File: config.mk
export PLATFORM = sky130hd
export DESIGN_NAME = round_ctrl_flat
export DESIGN_NICKNAME = d
export VERILOG_FILES = /design/src/rtl/round_ctrl_if.sv /design/src/rtl/round_ctrl.sv /design/src/flat_wrapper.sv
export SDC_FILE = /design/constraint.sdc
export NUM_CORES = 1
export LEC_CHECK = 0
export CAP_MARGIN = 10
export CELL_PAD_IN_SITES_DETAIL_PLACEMENT = 1
export CELL_PAD_IN_SITES_GLOBAL_PLACEMENT = 2
export CORE_MARGIN = 2
export CORE_UTILIZATION = 30
export DETAILED_ROUTE_END_ITERATION = 12
export HOLD_SLACK_MARGIN = 0.12
export PLACE_DENSITY_LB_ADDON = 0.1
export SYNTH_ARGS = -nofsm -noshare
export SYNTH_HDL_FRONTEND = slang
export SYNTH_SLANG_ARGS = --single-unit
File: constraint.sdc
create_clock -name clk -period 2.3 [get_ports clk]
set_input_delay 0.575 -clock clk [delete_from_list [all_inputs] [get_ports clk]]
set_output_delay 0.575 -clock clk [all_outputs]
set_load 0.03 [all_outputs]
File: src/rtl/round_ctrl_if.sv
// round_ctrl_if: player/timer signals between the round controller and its surroundings
interface round_ctrl_if;
    logic       start;
    logic       submit;
    logic [7:0] answer_v;
    logic       end_f;
    logic       time_f;
    logic [4:0] time_v;
    logic [7:0] target;
    logic [3:0] score;
    logic [3:0] round;
    logic       hit;
    logic       miss;
    logic       busy;
    logic       game_over;
    modport master (
        output start, submit, answer_v, end_f,
        input  time_f, time_v, target, score, round, hit, miss, busy, game_over
    );
    modport slave (
        input  start, submit, answer_v, end_f,
        output time_f, time_v, target, score, round, hit, miss, busy, game_over
    );
endinterface

File: src/rtl/round_ctrl.sv
// round_ctrl: binary-guessing game round sequencer; define ROUND_SPEEDUP_EN to shorten each round's time down to MIN_TIME
module round_ctrl #(
    parameter int ROUNDS     = 10,
    parameter int ROUND_TIME = 20,
    parameter int MIN_TIME   = 5
) (
    input logic        clk,
    input logic        rst_n,
    round_ctrl_if.slave io
);
    typedef enum logic [2:0] {IDLE, LOAD, PLAY, JUDGE, DONE} state_t;
    state_t     state, state_nx;
    logic [7:0] lfsr;
    logic [7:0] target;
    logic [7:0] answer;
    logic       timeout;
    logic [4:0] time_q;
    logic [4:0] round_time;
    logic [3:0] score;
    logic [3:0] round;
    logic       correct;
    logic       last_round;
`ifdef ROUND_SPEEDUP_EN
    logic [5:0] diff;
    assign diff       = 6'(ROUND_TIME) - {2'b00, round};
    assign round_time = (diff[5] || diff < 6'(MIN_TIME)) ? 5'(MIN_TIME) : diff[4:0];
`else
    localparam int FIXED_TIME = (ROUND_TIME >= MIN_TIME) ? ROUND_TIME : MIN_TIME;
    assign round_time = 5'(FIXED_TIME);
`endif
    assign correct    = (answer == target) && !timeout;
    assign last_round = (round + 4'd1) == 4'(ROUNDS);
    // state register
    always_ff @(posedge clk) begin
        if (!rst_n) state <= IDLE;
        else        state <= state_nx;
    end
    // next-state decode: start only acts when idle or done, submit/expiry only in play
    always_comb begin
        state_nx = state;
        case (state)
            IDLE, DONE: state_nx = io.start ? LOAD : state;
            LOAD:       state_nx = PLAY;
            PLAY:       state_nx = (io.submit || io.end_f) ? JUDGE : PLAY;
            JUDGE:      state_nx = last_round ? DONE : LOAD;
            default:    state_nx = IDLE;
        endcase
    end
    // datapath: free-running LFSR, target/time capture, answer latch, score and round counters
    always_ff @(posedge clk) begin
        if (!rst_n) begin
            lfsr    <= 8'hA5;
            target  <= '0;
            answer  <= '0;
            timeout <= 1'b0;
            time_q  <= '0;
            score   <= '0;
            round   <= '0;
        end else begin
            lfsr <= {lfsr[6:0], lfsr[7] ^ lfsr[5] ^ lfsr[4] ^ lfsr[3]};
            if ((state == IDLE || state == DONE) && io.start) begin
                score <= '0;
                round <= '0;
            end
            if (state == LOAD) begin
                target <= lfsr;
                time_q <= round_time;
            end
            if (state == PLAY && (io.submit || io.end_f)) begin
                answer  <= io.answer_v;
                timeout <= !io.submit;
            end
            if (state == JUDGE) begin
                round <= round + 4'd1;
                score <= correct ? score + 4'd1 : score;
            end
        end
    end
    // outputs: time_v shows the live round time while loading, otherwise the last loaded value
    always_comb begin
        io.time_f    = state == LOAD;
        io.time_v    = (state == LOAD) ? round_time : time_q;
        io.target    = target;
        io.score     = score;
        io.round     = round;
        io.hit       = state == JUDGE && correct;
        io.miss      = state == JUDGE && !correct;
        io.busy      = state == LOAD || state == PLAY || state == JUDGE;
        io.game_over = state == DONE;
    end
endmodule
File: src/flat_wrapper.sv
// flat-port wrapper written by rule: the top's interface ports become plain ports
module round_ctrl_flat 
#(
    parameter int ROUNDS     = 10,
    parameter int ROUND_TIME = 20,
    parameter int MIN_TIME   = 5
)
  (clk, rst_n, io_start, io_submit, io_answer_v, io_end_f, io_time_f, io_time_v, io_target, io_score, io_round, io_hit, io_miss, io_busy, io_game_over);
  round_ctrl_if io_i ();
  input logic clk;
  input logic rst_n;
  input wire logic [$bits(io_i.start)-1:0] io_start;
  input wire logic [$bits(io_i.submit)-1:0] io_submit;
  input wire logic [$bits(io_i.answer_v)-1:0] io_answer_v;
  input wire logic [$bits(io_i.end_f)-1:0] io_end_f;
  output wire logic [$bits(io_i.time_f)-1:0] io_time_f;
  output wire logic [$bits(io_i.time_v)-1:0] io_time_v;
  output wire logic [$bits(io_i.target)-1:0] io_target;
  output wire logic [$bits(io_i.score)-1:0] io_score;
  output wire logic [$bits(io_i.round)-1:0] io_round;
  output wire logic [$bits(io_i.hit)-1:0] io_hit;
  output wire logic [$bits(io_i.miss)-1:0] io_miss;
  output wire logic [$bits(io_i.busy)-1:0] io_busy;
  output wire logic [$bits(io_i.game_over)-1:0] io_game_over;
  assign io_i.start = io_start;
  assign io_i.submit = io_submit;
  assign io_i.answer_v = io_answer_v;
  assign io_i.end_f = io_end_f;
  assign io_time_f = io_i.time_f;
  assign io_time_v = io_i.time_v;
  assign io_target = io_i.target;
  assign io_score = io_i.score;
  assign io_round = io_i.round;
  assign io_hit = io_i.hit;
  assign io_miss = io_i.miss;
  assign io_busy = io_i.busy;
  assign io_game_over = io_i.game_over;
  round_ctrl #(.ROUNDS(ROUNDS), .ROUND_TIME(ROUND_TIME), .MIN_TIME(MIN_TIME)) u_core (.clk(clk), .rst_n(rst_n), .io(io_i));
endmodule
==> After elaboration in Yosys (flattened, before gate mapping) <==
Cells that the tools add are included.
{ "word_totals": {"input_bits": 13, "register_bits": 41, "out_inout_bits": 26} }
{ "classes": {"bitwise_logic": 3, "n_eq_ne": 8, "n_reduce_logical": 16, "muxes": 9, "addsub": 2} }
{ "ops": {"columns": ["cell", "count"], "rows": [
  ["$mux W4", 4],
  ["$pmux W3 S4", 1],
  ["$add A4 B1 Y4 const B", 2],
  ["$eq A8 B8 Y1", 1],
  ["$eq A3 B2 Y1 const B", 2],
  ["$mux W3", 2],
  ["$logic_and A1 B1 Y1", 5],
  ["$mux W5", 1],
  ["$eq A4 B4 Y1 const B", 1],
  ["$logic_or A1 B1 Y1", 4],
  ["$eq A3 B1 Y1 const B", 1],
  ["$eq A3 B3 Y1 const B", 1],
  ["$logic_not A1 Y1", 3],
  ["$logic_not A3 Y1", 1],
  ["$xor A1 B1 Y1", 3],
  ["$ne A2 B1 Y1 const B", 1],
  ["$ne A2 B2 Y1 const B", 1],
  ["$reduce_and A2 Y1", 1],
  ["$reduce_bool A2 Y1", 1],
  ["$reduce_or A2 Y1", 1],
  ["$mux W1", 1]
]} }

==> Longest topological paths before layout <==
Gate-level depths: netlist (run 1).
{ "depth": {"depth_word": 5, "depth_mapped": 5} }

==> Least setup slack after synthesis (run 1) <==
No wires, ideal clock.
{ "synth_path": {"path_kind": "reg2out", "from": "reg u_core.target[6], in the netlist u_core.io.target[6]", "to": "out io_hit", "t_required_ns": 1.725, "t_arrival_ns": 1.774, "stages_incl_launch_ff": 5, "slack_ns": -0.049, "path_buffers": 0, "path_cell_list": "dfxtp_1 -> xnor2_1 -> nand3_4 -> or4b_1 -> nor2_1"} }
{ "synth_via": {"elab_chain_cells": 3} }
{ "synth_lines": {"columns": ["element", "line", "source"], "rows": [
  ["from (decl)", "round_ctrl.sv:14", "logic [7:0] target;"],
  ["from (signal assigned)", "round_ctrl.sv:66", "target <= lfsr;"],
  ["$eq A8 B8 Y1", "round_ctrl.sv:31", "assign correct = (answer == target) && !timeout;"],
  ["$logic_and A1 B1 Y1", "round_ctrl.sv:31", null],
  ["$logic_and A1 B1 Y1", "round_ctrl.sv:86", "io.hit = state == JUDGE && correct;"],
  ["to (decl)", "flat_wrapper.sv:21", "output wire logic [$bits(io_i.hit)-1:0] io_hit;"]
]} }
Every way passes these cells.

==> Worst setup path in the final report (run 1) <==
{ "layout_path": {"from": "reg u_core.target[4], in the netlist u_core.io.target[4]", "to": "out io_hit"} }
The elaborated chain is that of the path after synthesis.

==> metrics.md, run 1 <==
| Metric | Value |
|---|---|
| Status | finished, violations left |
| Failing checks | setup timing |
| Hold crit path type | reg2reg |
| Fraction of layout instances using a drive strength above 1 | 25.97% |
| Crit path from | u_core.io.target[4] |
| F_max | 431.2 MHz |
| Syn Area/Cell | 9.477 um2 |
| Hold_sp | u_core.lfsr[1] |
| H-tree levels | 2 |
| WL/cell | 14.67 um |
| FP Rows | 28 |
| Mapped Area | 0.001848 mm2 |
| Starting Density | a little under a third |
| Port Buffers | 38 |
| # IOs | 39 |
| Crit path kind | reg2out |
| Synth Instances | 195 |
| Reg2Reg Setup Slack | between 0.4 and 0.5 ns |
| Seq cells post-synth | 41 |
| Die area | 0.006804 mm2 |
| Total clock sinks | 41 |
| Drt first pass iters | 4 |
| Largest net degree at the start of global routing | 29 |
| Synth warnings | 0 |
| Max Cap Viol | 0 |
| Critical Path AT | between 1.5 and 2 ns |
| Core ar. | about 0.0059 mm2 |
| Post-DRT Antenna Nets | 0 |
| Ys async rst share | 0% |
| TNS Setup | -0.01903 ns |
| # fillers | 677 |
| # DRC | 0 |
| Least-Margin Pin Slew | around 0.42 ns |
| Minimum clock period | around 2.3 ns |
| Grt ovf | 0 |
| PwrDens | between 900 and 1000 mW/mm2 |
| Clk buf depth | 2 |
| EDFF count, synth | 0 |
| Initial antenna violation count | 0 |
| Nets@finish | 273 |
| Worst R2R Start | u_core.answer[2] |
| P&R area growth vs syn | 44.28% |
| Most common cell after layout, fill and taps aside | dfxtp_1 |
| Total GRT Usage | between 10% and 20% |
| CTS clock-pin slew for the worst setup and hold paths | 0.08 ns |
| Maximum VDD drop | 406.7 uV |
| Tot Pwr | roughly 2500 uW |
| Rel. slew slack | 71.41% |
| Setup WS post-layout | -0.01903 ns |
| Fin crit share | 100.8% |
| Sequential fraction of the synthesis area | 44.41% |
| Setup Skew | 0.005596 ns |
| Antenna fix cells | 0 |
| DR vias/cell | 4.763 |
| Synth Net Count | about 210 |
| Most frequent cells in the layout | 32 x dfxtp_1, 28 x clkdlybuf4s50_1, 28 x buf_4, 26 x nand2_1, 12 x mux2i_1 |
| Routed wire length | 4884 um |
| TritonCTS buffer count | 5 |
| Nature of the critical path endpoint | output pin |
| Gpl congestion | 0.8647 |
| Leakage power | 0.001052 uW |
| Die Y-Extent | 82.49 um |
| Post-detail-place hpwl | 3657 um |
| Critical path launch point type | flop |
| First-pass GRT wire length | 8004 um |
| Vias in the first global route | ~1600 |
| Pins Over Slew Limit | 0 |
| Die width | 82.49 um |
| Library cells used by synthesis | 46 |
| TritonCTS clock tree | yes |
| Total vias in the final route | ~1600 |
| R2r endpoint | u_core.io.score[2] |
| Setup violations, final | 1 |
| Root Driver | clkbuf_8 |
| Insertion delay to the later sink of the worst-skew pair | 0.29 ns |
| Iteration-0 DRC Markers | 40 |
| Unrepaired setup endpoints after global routing | true |
| Worst Reg-to-Reg Cells | 5 |
| CP Max Fanout | 3 |
| CP required | 1.73 ns |
| Capture point of the worst path | io_hit |
| Post-synth top flop | dfxtp_1 |
| Hold Vio Cnt, Final | 0 |
-- synthesized netlist by cell type, types with 2 or more instances --
library cell  instances  area, um2
inv_1                 4      15.01
dfxtp_1              41      820.8
mux2i_1              12      120.1
a21oi_1               5      25.02
and3_1                4      25.02
a21boi_1             10      75.07
nor2_1                8      30.03
nand2b_1              8      50.05
and2_1               11      68.82
xor2_1                3      26.28
nor4_1                2      12.51
o21ai_1               2      10.01
clkbuf_1              6      22.52
nor2b_1              11      68.82
nand3b_1              2      15.01
nand4_1               2      12.51
nor3b_1               2      15.01
xnor2_1               7      61.31
ha_1                  3      37.54
nand2_1              26      97.59
-- logic make-up after synthesis --
logic type	after synthesis	synth area share, %
xor+xnor	11	5.620
compound gates	25	9.614
fa+ha+maj	3	2.031
simple gates	90	28.57
flops	41	44.41
buf+inv	13	3.249
mux	12	6.500
-- metal layers --
layer	part of all wire, %	up-vias	GRT usage, %
li1	-	778	-
met5	0	-	0
met2	53	25	28.71
met4	1.3	0	5.000
met3	3.8	6	4.022
met1	42	777	18.34
-- through the flow --
| step | util (%) | cell area [um2] | setup slack, ns | std cells | hold WS [ns] |
|---|---|---|---|---|---|
| after floorplan | - | 1851 | 0.05544 | 195 | 0.4107 |
| after global placement | 40.81 | 2416 | -0.1078 | 319 | 0.4215 |
| after detailed placement | 40.81 | 2416 | -0.1051 | 319 | 0.4379 |
| after CTS | 44.08 | 2610 | -0.05649 | 330 | 0.4590 |
| after global routing | 45.03 | 2666 | -0.08599 | 333 | 0.4812 |
| final | 45.03 | 2666 | -0.01903 | 333 | 0.4523 |
-- flip-flops by register name (all words and copies together) (netlist names) --
name	count
u_core.answer	8
u_core.io.target	8
u_core.lfsr	8
u_core.time_q	5
u_core.io.round	4
u_core.io.score	4
u_core.state	3
u_core.timeout	1
-- worst min-delay path by stage --
stage	cells past startpoint	to	slack [ns]
after floorplan	1	u_core.lfsr[2]	0.41
after global placement	1	u_core.lfsr[7]	0.42
after detailed placement	1	u_core.lfsr[2]	0.44
after CTS	2	u_core.io.target[1]	0.46
after global routing	1	u_core.lfsr[2]	0.48
final	1	u_core.lfsr[2]	0.45
-- final cells by class --
class                   instances  area (um2)  share of cell area (%)
clock buffers                   7       86.33                   3.238
multi-input cells             141        1046                   39.23
clock inverters                 1       30.03                   1.126
repair buffers                 63       556.8                   20.88
flip-flops and latches         41       834.6                   31.30
well taps                      75       93.84                   3.519
inverters                       5       18.77                  0.7039
-- worst max-delay path, stage by stage (launching register included) --
cell and delay [ns]:
dfxtp_4 0.37, xnor2_4 0.18, nand3_4 0.10, or4b_4 0.53
nor2_4 0.13, buf_6 0.13
-- repair_timing --
item	4_1_cts	5_1_grt
pin swaps	4	3
resized for setup	29	9
hold buffers	0	0
setup buffers	3	3
setup endpoints to repair	8	6
-- report_power, final --
group / switching (uW) / internal, uW
logic: 553 / 502
clock network: 255 / 354
registers: 81.4 / 804
No activity file was read; power rests on OpenSTA's default activity.
==> run 2, diff against run 1 <==
Settings changed: CORE_ASPECT_RATIO set to 1.75.
==> run 2 against run 1 <==
Fmax fell by 1.0%; largest cell class unchanged; hold slack got worse by 0.0035 ns; design area is 2.2% higher; clock power increased by 1%; critical endpoint unchanged; utilization up 0.95 points; first-iteration DRC count fell by 53%; clock skew is essentially flat; sequential cell count is the same; total power up 2.6%; critical path depth stayed put; combinational power increased by 7%; via count up 1.9%; the run still ends with setup timing left.
==> metrics.md, run 2 (synthesis results as in run 1) <==
| Metric | Value |
|---|---|
| Total clock sinks | 41 |
| Drt first pass iters | 2 |
| Die width | 63.33 um |
| Antenna fix cells | 0 |
| Iteration-0 DRC Markers | 19 |
| Reg2Reg Setup Slack | around 0.15 ns |
| Most frequent cells in the layout | 34 x buf_4, 30 x dfxtp_1, 28 x clkdlybuf4s50_1, 26 x nand2_1, 12 x mux2i_1 |
| CP Max Fanout | 5 |
| Unrepaired setup endpoints after global routing | true |
| CTS Hold Bufs | 0 |
| # IOs | 39 |
| Clk buf depth | 2 |
| Most common cell after layout, fill and taps aside | buf_4 |
| Maximum VDD drop | 439.7 uV |
| Setup violations, final | 1 |
| Hold crit path type | reg2reg |
| Core ar. | 0.005926 mm2 |
| Top Registers | u_core.answer x8, u_core.io.target x8, u_core.lfsr x8 |
| Placed instance area | roughly 0.0024 mm2 |
| Crit path kind | reg2out |
| WL/cell | 15.66 um |
| Post-detail-place hpwl | 4033 um |
| Pins Over Slew Limit | 0 |
| Fraction of layout instances using a drive strength above 1 | approximately 28% |
| Routed wire length | 5402 um |
| Failing checks | setup timing |
| Switching share of power | between 30% and 40% |
| H-tree levels | 2 |
| Grt ovf | 0 |
| NetSw | 918.6 uW |
| Nets@finish | 282 |
| Least-Margin Pin Slew | approximately 0.42 ns |
| Minimum clock period | 2.344 ns |
| Rel. slew slack | 71.84% |
| Root Driver | clkbuf_8 |
| PwrDens | 959.6 mW/mm2 |
| Dpl ws | -0.1108 ns |
| TritonCTS clock tree | yes |
| Logic pwr share | 43.0% |
| CP required | 1.73 ns |
| # DRC | 0 |
| Sequential share of power | 33.4% |
| Starting Density | 31.19% |
| P&R area growth vs syn | 47.46% |
| Final Cell Area | about 0.0027 mm2 |
| Hold Vio Cnt, Final | 0 |
| Largest net degree at the start of global routing | 17 |
| Hold_ws | 0.4488 ns |
| Total vias in the final route | 1616 |
| Die area | between 0.006 and 0.007 mm2 |
| FP Rows | 37 |
| Gpl congestion | between 0.7 and 0.8 |
| TritonCTS buffer count | 5 |
| Critical Path AT | between 1.5 and 2 ns |
| Fin crit share | 101.9% |
| Initial antenna violation count | 0 |
| Post-DRT Antenna Nets | 0 |
| P_int | 1696 uW |
| Max Cap Viol | 0 |
| Critical path launch point type | flop |
| CTS clock-pin slew for the worst setup and hold paths | around 0.08 ns |
| Setup WS post-layout | -0.04356 ns |
| TNS Setup | -0.04356 ns |
| Clock Power Share | 23.6% |
| Die Y-Extent | 107.8 um |
| Total GRT Usage | 17.12% |
| F_max | 426.7 MHz |
| Port Buffers | 38 |
| Setup Skew | 0.006094 ns |
| DR vias/cell | 4.684 |
| Insertion delay to the later sink of the worst-skew pair | 0.30 ns |
| First-pass GRT wire length | 8976 um |
| Leakage power | about 0.0011 uW |
| Status | finished, violations left |
| Vias in the first global route | between 1500 and 2000 |
| Nature of the critical path endpoint | output pin |
-- run 2: repair_timing --
item	CTS	global route
endpoints found under the hold margin	0	0
gates resized for setup	22	17
endpoints found under the setup margin	7	5
setup buffers	10	4
pin swaps	4	9
-- run 2: worst paths after layout --
kind,from,endpoint,cells after the start
worst max-delay path,u_core.answer[6],io_hit,5
worst max register to register,u_core.state[2],u_core.io.score[1],11
worst min register to register,u_core.lfsr[1],u_core.io.target[1],2
worst min-delay path,u_core.lfsr[1],u_core.io.target[1],2
-- run 2: final cells by class --
type / count / area [um2]
clock buffer: 7 / 86.33
multi-input combinational: 141 / 1022
inverter: 5 / 18.77
fill: 721 / 3201
timing repair buffer: 72 / 635.6
tap: 78 / 97.59
sequential: 41 / 834.6
clock inverter: 1 / 30.03
-- run 2: worst max-delay path, stage by stage (launching register included) --
cell and delay (ns):
dfxtp_2 0.34, xnor2_2 0.20, nand3_4 0.13, or4b_4 0.54, nor2_4 0.13, buf_6 0.13
-- run 2: per-stage QoR --
stage	total power, uW	cells	utilization (%)
after global routing	2763	345	45.99
after global placement	1828	324	41.09
final	2615	345	45.99
after floorplan	1458	195	-
after CTS	2543	342	45.19
after detailed placement	1855	324	41.09
-- run 2: layer usage --
metal / up-vias / global-route usage (%) / routed length [um]
li1: 799 / - / -
met1: 783 / 16.88 / 1985
met2: 27 / 34.59 / 3166
met3: 7 / 2.510 / 140
met4: 0 / 6.522 / 110
met5: - / 0 / 0
-- run 2: power by group through the flow --
| stage | Clock (uW) | Sequential (uW) | Combinational (uW) |
|---|---|---|---|
| after floorplan | 0 | 938 | 520 |
| after global placement | 0 | 871 | 956 |
| after detailed placement | 0 | 878 | 977 |
| after CTS | 627 | 870 | 1050 |
| after global routing | 655 | 887 | 1220 |
| final | 617 | 874 | 1120 |
==> run 3, diff against run 2 <==
Settings changed: SKIP_LAST_GASP set to 1.
==> run 3 against run 2 <==
Largest cell class unchanged; sequential share of layout area fell by 0.074 points; register-to-register slack about the same; the run still ends with setup timing left; routed wire length rose by 0.89%; hold slack worse by 0.00073 ns; clock-buffer cell count is the same; total power decreased by 0.13%; largest power group unchanged; fmax rose by 0.51%; critical endpoint unchanged; clock power is 0.6% lower; die area is the same.
==> metrics.md, run 3 (synthesis results as in run 1) <==
| Metric | Value |
|---|---|
| Routed wire length | 5450 um |
| Crit-path cells | xnor2_2 > nand3_4 > or4b_4 > nor2_4 > buf_6 |
| CP Max Fanout | 5 |
| Setup WS post-layout | -0.03177 ns |
| # DRC | 0 |
| Worst path top cell family by delay | simple AND/OR/NAND/NOR gates |
| Nets@finish | 283 |
| Worst path slowest cell | or4b_4 |
| NetSw | 916.2 uW |
| Drt first pass iters | 3 |
| Register area | ~830 um2 |
| Core ar. | 0.005926 mm2 |
| Switching share of power | 35.08% |
| Die Y-Extent | 107.8 um |
| CTS Hold Bufs | 0 |
| Sequential share of power | 33.5% |
| Setup Skew | 0.006167 ns |
| TritonCTS buffer count | 5 |
| FP Rows | 37 |
| Rel. slew slack | 72.11% |
| # IOs | 39 |
| Hold Vio Cnt, Final | 0 |
| Iteration-0 DRC Markers | 14 |
| Crit path buffers/inverters | 1 |
| Final Cell Area | 0.002728 mm2 |
| F_max | 428.9 MHz |
| Clock Power Share | 23.5% |
| Die area | slightly below 0.007 mm2 |
| Insertion delay to the later sink of the worst-skew pair | about 0.29 ns |
| Antenna fix cells | 0 |
| Max incr delay on CP | 0.54 ns |
| Max Cap Viol | 0 |
| Unrepaired setup endpoints after global routing | true |
| Hold Path Cell Cnt | 2 |
| Status | finished, violations left |
| WL/cell | 15.75 um |
| Grt peak-use layer | met2 |
| Starting Density | 31.19% |
| Fin crit share | 101.4% |
| Least-Margin Pin Slew | around 0.41 ns |
| Grt ovf | 0 |
| Most common cell after layout, fill and taps aside | buf_4 |
| Crit path kind | reg2out |
| Crit. path cell count | 5 |
| Most frequent cells in the layout | 35 x buf_4, 31 x dfxtp_1, 28 x clkdlybuf4s50_1, 26 x nand2_1, 12 x mux2i_1 |
| CP required | 1.73 ns |
| Port Buffers | 38 |
| Placed instance area | 0.002435 mm2 |
| H-tree levels | 2 |
| Root Driver | clkbuf_8 |
| Minimum clock period | approximately 2.3 ns |
| Routing usage on met3 | between 2 and 3% |
| Hold crit path type | reg2reg |
| Worst Reg-to-Reg Cells | 12 |
| First-pass GRT wire length | 8838 um |
| # fillers | just over 700 |
| TritonCTS clock tree | yes |
| PwrDens | approximately 960 mW/mm2 |
| Fraction of layout instances using a drive strength above 1 | 28.36% |
| Nature of the critical path endpoint | output pin |
| Vias in the first global route | 1811 |
| Pins Over Slew Limit | 0 |
| Setup violations, final | 1 |
| Logic pwr share | 43.0% |
| Hold_ws | 0.4481 ns |
| Clk buf depth | 2 |
| Multi-input gate area | 0.001022 mm2 |
| Initial antenna violation count | 0 |
| Gpl congestion | 0.7663 |
| CTS clock-pin slew for the worst setup and hold paths | 0.08 ns |
| Dpl ws | -0.1108 ns |
| Leakage power | around 0.0011 uW |
| Total GRT Usage | ~17% |
| Post-detail-place hpwl | 4033 um |
| GRT met1 Usage | 16.43% |
| DR vias/cell | 4.645 |
| P&R area growth vs syn | 47.60% |
| Top Registers | u_core.answer x8, u_core.io.target x8, u_core.lfsr x8 |
| Failing checks | setup timing |
| Largest net degree at the start of global routing | 17 |
| Met2 global-route usage | 34.29% |
| Total clock sinks | a little over 40 |
| Total vias in the final route | 1607 |
| Die width | roughly 63 um |
| Post-DRT Antenna Nets | 0 |
| P_int | 1695 uW |
| Critical path launch point type | flop |
| Maximum VDD drop | 443.2 uV |
| Critical Path AT | between 1.5 and 2 ns |
run 3: cell types whose count changed in the layout (fill, tap and decap cells not counted), sizes merged:
| cell | before | now |
|---|---|---|
| clkbuf | 7 | 8 |
run 3: worst paths after layout:
kind                         start             endpoint  slack (ns)
hold reg to reg     u_core.lfsr[1]  u_core.io.target[1]        0.45
setup reg to reg   u_core.state[2]   u_core.io.score[1]        0.14
setup / recovery  u_core.answer[6]               io_hit       -0.03
hold / removal      u_core.lfsr[1]  u_core.io.target[1]        0.45
run 3: power by group through the flow:
| stage | Sequential (uW) | Clock (uW) | Combinational (uW) |
|---|---|---|---|
| after floorplan | 938 | 0 | 520 |
| after global placement | 871 | 0 | 956 |
| after detailed placement | 878 | 0 | 977 |
| after CTS | 870 | 627 | 1030 |
| after global routing | 887 | 655 | 1220 |
| final | 874 | 613 | 1120 |
run 3: repair_timing:
item	4_1_cts	5_1_grt
pin swaps	4	8
setup buffers	10	4
gates resized for setup	18	17
endpoints found under the setup margin	7	5
run 3: through the flow:
step | instances | total power (uW) | util (%) | TNS, ns
floorplan | 195 | 1458 | - | 0
global placement | 324 | 1828 | 41.09 | -0.1099
detailed placement | 324 | 1855 | 41.09 | -0.1108
CTS | 342 | 2530 | 45.00 | -0.3723
global route | 346 | 2761 | 46.03 | -0.1633
finish | 346 | 2612 | 46.03 | -0.03177
run 3: final cells by class:
class / count / share of cell area, %
sequential: 41 / 30.55
inverter: 5 / 0.6881
clock buffer: 7 / 3.165
clock inverter: 1 / 1.101
timing repair buffer: 73 / 23.44
multi-input combinational: 141 / 37.48
tap: 78 / 3.578
run 3: worst min-delay path, cell delays in order, from the launching register on:
cell	delay [ns]
dfxtp_1	0.32
nand2_1	0.05
a21boi_1	0.05
run 3: metal layers:
metal / vias to the layer above / part of all wire (%)
met5: - / 0
met2: 26 / 59
met4: 0 / 1.8
li1: 801 / -
met1: 774 / 36
met3: 6 / 2.5
